`config.mk`:
```
export PLATFORM = sky130hd
export DESIGN_NAME = dmem_arbiter
export DESIGN_NICKNAME = d
export VERILOG_FILES = /design/src/rtl/dmem_arbiter.sv
export SDC_FILE = /design/constraint.sdc
export NUM_CORES = 1
export LEC_CHECK = 0
export ABC_AREA = 1
export CAP_MARGIN = 25
export CORE_AREA = 4 4 228 230
export CTS_CLUSTER_SIZE = 10
export DETAILED_ROUTE_END_ITERATION = 7
export DIE_AREA = 0 0 232 234
export HOLD_SLACK_MARGIN = 0.03
export SKIP_CTS_REPAIR_TIMING = 1
export SYNTH_ARGS = -nofsm -noshare
export SYNTH_HDL_FRONTEND = slang
export SYNTH_SLANG_ARGS = --single-unit
```
`constraint.sdc`:
```
create_clock -name clk -period 2.4 [get_ports clk]
set_clock_uncertainty 0.15 [all_clocks]
set_input_delay 0.48 -clock clk [delete_from_list [all_inputs] [get_ports clk]]
set_output_delay 0.48 -clock clk [all_outputs]
set_load 0.01 [all_outputs]
```
`src/rtl/dmem_arbiter.sv`:
```
// Shares the single data-memory port between the core load/store path and an external master.
// Build option: define DMEM_ARB_RR_EN for round-robin tie-break; default is fixed core priority.
module dmem_arbiter #(
    parameter int unsigned DATA_W      = 64,
    parameter int unsigned MTYPE_W     = 3,
    parameter int unsigned MEM_LATENCY = 1
) (
    input  logic               clk,
    input  logic               reset,
    input  logic               core_req,
    input  logic               core_we,
    input  logic [MTYPE_W-1:0] core_type,
    input  logic [DATA_W-1:0]  core_addr,
    input  logic [DATA_W-1:0]  core_wdata,
    output logic               core_gnt,
    output logic               core_rvalid,
    output logic [DATA_W-1:0]  core_rdata,
    output logic               core_stall,
    input  logic               ext_req,
    input  logic               ext_we,
    input  logic [MTYPE_W-1:0] ext_type,
    input  logic [DATA_W-1:0]  ext_addr,
    input  logic [DATA_W-1:0]  ext_wdata,
    output logic               ext_gnt,
    output logic               ext_rvalid,
    output logic [DATA_W-1:0]  ext_rdata,
    output logic               mem_en,
    output logic               mem_we,
    output logic [MTYPE_W-1:0] mem_type,
    output logic [DATA_W-1:0]  mem_addr,
    output logic [DATA_W-1:0]  mem_wdata,
    input  logic [DATA_W-1:0]  mem_rdata
);

    localparam int unsigned CNT_W = (MEM_LATENCY > 1) ? $clog2(MEM_LATENCY) : 1;

    typedef enum logic [1:0] {StIdle, StIssue, StWait, StResp} stateT;

    typedef struct packed {
        logic               isExt;
        logic               we;
        logic [MTYPE_W-1:0] mtype;
        logic [DATA_W-1:0]  addr;
        logic [DATA_W-1:0]  wdata;
    } cmdT;

    stateT           state;
    stateT           stateNext;
    cmdT             cmd;
    logic [CNT_W-1:0] cnt;
    logic            anyReq;
    logic            winExt;
    logic            startTxn;

    assign anyReq   = core_req | ext_req;
    assign startTxn = (state == StIdle) & anyReq;

`ifdef DMEM_ARB_RR_EN
    // Remembers who won last so a tie goes to the other requester; reset favours the core.
    logic lastExt;

    always_ff @(posedge clk or negedge reset) begin
        if (!reset) begin
            lastExt <= 1'b1;
        end else if (startTxn) begin
            lastExt <= winExt;
        end
    end

    assign winExt = ext_req & (~core_req | ~lastExt);
`else
    assign winExt = ext_req & ~core_req;
`endif

    // State register
    always_ff @(posedge clk or negedge reset) begin
        if (!reset) begin
            state <= StIdle;
        end else begin
            state <= stateNext;
        end
    end

    // Next-state logic
    always_comb begin
        stateNext = state;
        case (state)
            StIdle:  if (anyReq) stateNext = StIssue;
            StIssue: stateNext = StWait;
            StWait:  if (cnt == '0) stateNext = StResp;
            StResp:  stateNext = StIdle;
            default: stateNext = StIdle;
        endcase
    end

    // Command latch, latency counter and per-requester load data
    always_ff @(posedge clk or negedge reset) begin
        if (!reset) begin
            cmd        <= '0;
            cnt        <= '0;
            core_rdata <= '0;
            ext_rdata  <= '0;
        end else begin
            if (startTxn) begin
                cmd.isExt <= winExt;
                cmd.we    <= winExt ? ext_we    : core_we;
                cmd.mtype <= winExt ? ext_type  : core_type;
                cmd.addr  <= winExt ? ext_addr  : core_addr;
                cmd.wdata <= winExt ? ext_wdata : core_wdata;
            end
            if (state == StIssue) begin
                cnt <= CNT_W'(MEM_LATENCY - 1);
            end else if ((state == StWait) && (cnt != '0)) begin
                cnt <= cnt - CNT_W'(1);
            end
            if ((state == StWait) && (cnt == '0) && !cmd.we) begin
                if (cmd.isExt) begin
                    ext_rdata <= mem_rdata;
                end else begin
                    core_rdata <= mem_rdata;
                end
            end
        end
    end

    // Moore outputs decoded from the state and command registers
    always_comb begin
        core_gnt    = 1'b0;
        ext_gnt     = 1'b0;
        core_rvalid = 1'b0;
        ext_rvalid  = 1'b0;
        mem_en      = 1'b0;
        mem_we      = 1'b0;
        mem_type    = '0;
        mem_addr    = '0;
        mem_wdata   = '0;
        case (state)
            StIssue: begin
                mem_en    = 1'b1;
                mem_we    = cmd.we;
                mem_type  = cmd.mtype;
                mem_addr  = cmd.addr;
                mem_wdata = cmd.wdata;
                core_gnt  = ~cmd.isExt;
                ext_gnt   = cmd.isExt;
            end
            StResp: begin
                core_rvalid = ~cmd.isExt;
                ext_rvalid  = cmd.isExt;
            end
            default: ;
        endcase
    end

    assign core_stall = core_req & ~core_rvalid;

endmodule

```
==> flow_summary.ini <==
[sta]
timing_hold_violations_final = 0
worst_slack_ns = -0.1965
setup-violations-final = 110
max-slew-margin-rel_pct = 65.14
period_minus_slack_ns = 2.596
fmax_mhz = 385.1
period_share_pct = 108.2
worstMarginPinSlew_ns = 0.5229
drv_slew = 0
rsz0062_at_grt = yes

[power_and_ir_drop]
power_density_nw_per_um2 = 1180
power_leakage_nw = 12.86
clkPwrFrac_pct = 18.1
p_switching_w = 0.01067
cell_internal_pwr_w = 0.01585
comb_power_share_pct = 50.4
ir_worst_vdd_mv = 0.4247
swShare_pct = 40.24
finalPower_w = 0.02652
seqPwrFrac_pct = 31.5

[place]
dpl_cell_area_um2 = 20950
post-place-cells = 3198
dp_hpwl_um = 41680
globalplace.congestion = 0.8818
port_buffers = 597
dp_slack_ns = -0.02611

[yosys]
ys_seq_area_share_pct = 47.06
ys_seq_elements = 264
yosysWarnings = 0
syn-cell-area_um2 = 14040
syn_avg_cell_area_um2 = 6.953
yosysUniqueCellTypes = 18
synth_fp_nets = 2356
synthCells = 2019

[routing]
routedWlPerCell_um = 17.98
antenna_left = 0
vias = 15293
firstDrtPassIters = 5
routed_via_density = 4.647
drt_iter0_markers = 1167
drc_errors = 0
wl_um = 59170

[grt]
grt_pass1_vias = 15072
overflow = 0
grt_max_degree = 77
antenna_found_initial = 11
gr-usage-all-layers_pct = 20.06
grt_first_pass_wirelength_um = 86130

[layout]
postLayoutCoreUtil_pct = 45.06
stdcell_area_um2 = 22470
layout.cells.non_filler = 3291
drive_above_1_share_pct = 12.80
final_cell_mix = nand2_1, clkdlybuf4s50_1, inv_1, nand3_1, dfrtp_1
multi_input_area_um2 = 5459
fillers = 5060
regArea_um2 = 6609
layout_commonest_cell = nand2_1
fin_nets = 2932
areaGrowthSynthToFinish_pct = 60.06

[floorplanning]
initial_core_util_pct = 28.15
coreArea_um2 = 49860
die_h_um = 234
placementRows = 82
die_width_um = 232
dieArea_um2 = 54290
ioPinCount = 598

[flow_run]
maxCapViolCount = 0

[run_status]
violations = setup timing
outcome = finished with violations

[worst_setup_path]
cp_max_fo = 8
cp-end-kind = output pin
start_kind = flip-flop
critPathKind = reg -> out
crit_required_ns = 1.77
arrival_ns = 1.97

[clocking]
clockBufferDepth = 3
cts_tree = yes
cts_max_level = 2
root_buffer = clkbuf_16
cts_buffers = 34
cts.clk_slew.worst_paths_ns = 0.05
clkLatencyLatePin_ns = 0.52
clock-sinks = 264

[min_path]
hp-class = reg -> reg
==> cells by family after synthesis <==
family,after synthesis,synth area share [%]
DFF,264,47.06
AOI/OAI and AO/OA,2,0.09803
adders and majority gates,5,0.4457
buffers and inverters,548,15.51
and+or+nand+nor,1200,36.88
==> Yosys cell counts <==
cell type,n,area share (%)
nor2_1,4,0.11
nand2_1,795,21
ha_1,5,0.45
nand2_2,1,0.045
dfrtp_1,264,47
nor2_2,2,0.089
buf_4,3,0.16
nand3_1,268,9.6
nor2_4,1,0.080
nand4_1,128,5.7
o21ai_2,1,0.062
or2_2,1,0.045
clkbuf_1,45,1.2
buf_2,87,3.1
inv_2,1,0.027
inv_1,406,11
o21ai_0,1,0.036
buf_1,6,0.16
==> metal layers <==
layer | wire length [um] | global-route usage (%) | part of all wire, %
met1 | 24160 | 25.52 | 41
met2 | 27280 | 32.61 | 46
met3 | 5366 | 5.564 | 9.1
met4 | 2329 | 7.809 | 3.9
met5 | 35 | 0 | 0.059
==> path summary, 6_finish.rpt <==
| kind | startpoint | end | slack, ns | cells past startpoint |
|---|---|---|---|---|
| setup / recovery | state[0] | mem_addr[54] | -0.20 | 9 |
| hold / removal | core_rdata[41] | core_rdata[41] | 0.32 | 2 |
| setup reg to reg | state[0] | core_rdata[48] | 0.37 | 8 |
| hold reg to reg | core_rdata[41] | core_rdata[41] | 0.32 | 2 |
| max in group asynchronous | reset | cmd[37] | 1.09 | 3 |
| min in group asynchronous | reset | cmd[122] | 0.33 | 2 |
==> cell type report <==
type,instances,share of cell area (%)
flip-flops and latches,264,29.41
inverters,407,6.816
repair buffers,681,31.15
well taps,672,3.742
multi-input cells,1207,24.30
diodes,9,0.1002
clock inverters,5,0.3508
clock buffers,46,4.127
==> flip-flops by register name, indices dropped and copies added, names as in the netlist <==
name and flops:
cmd 133, core_rdata 64, state 2, cnt 1
ext_rdata 64
==> stage by stage <==
stage	setup TNS, ns	hold slack (ns)
after floorplan	0	0.03441
after global placement	0	0.3038
after detailed placement	-0.02611	0.3072
after CTS	-68.71	-0.2629
after global routing	-14.39	0.3340
final	-5.158	0.3169
==> power groups by stage <==
stage                     clock network (W)  logic (W)  registers, W
after global routing                0.00512     0.0146       0.00860
after global placement                    0     0.0121       0.00830
after floorplan                           0    0.00547       0.00826
after CTS                           0.00494     0.0123       0.00825
final                               0.00480     0.0134       0.00834
after detailed placement                  0     0.0123       0.00826
==> worst max-delay path, stage by stage, from the launching register on <==
cell      delay (ns)
dfrtp_2         0.44
ha_4            0.19
buf_6           0.13
buf_12          0.14
buf_6           0.11
buf_6           0.11
buf_6           0.11
nand2_1         0.05
inv_1           0.04
clkbuf_2        0.12
No activity file was read; power rests on OpenSTA's default activity.
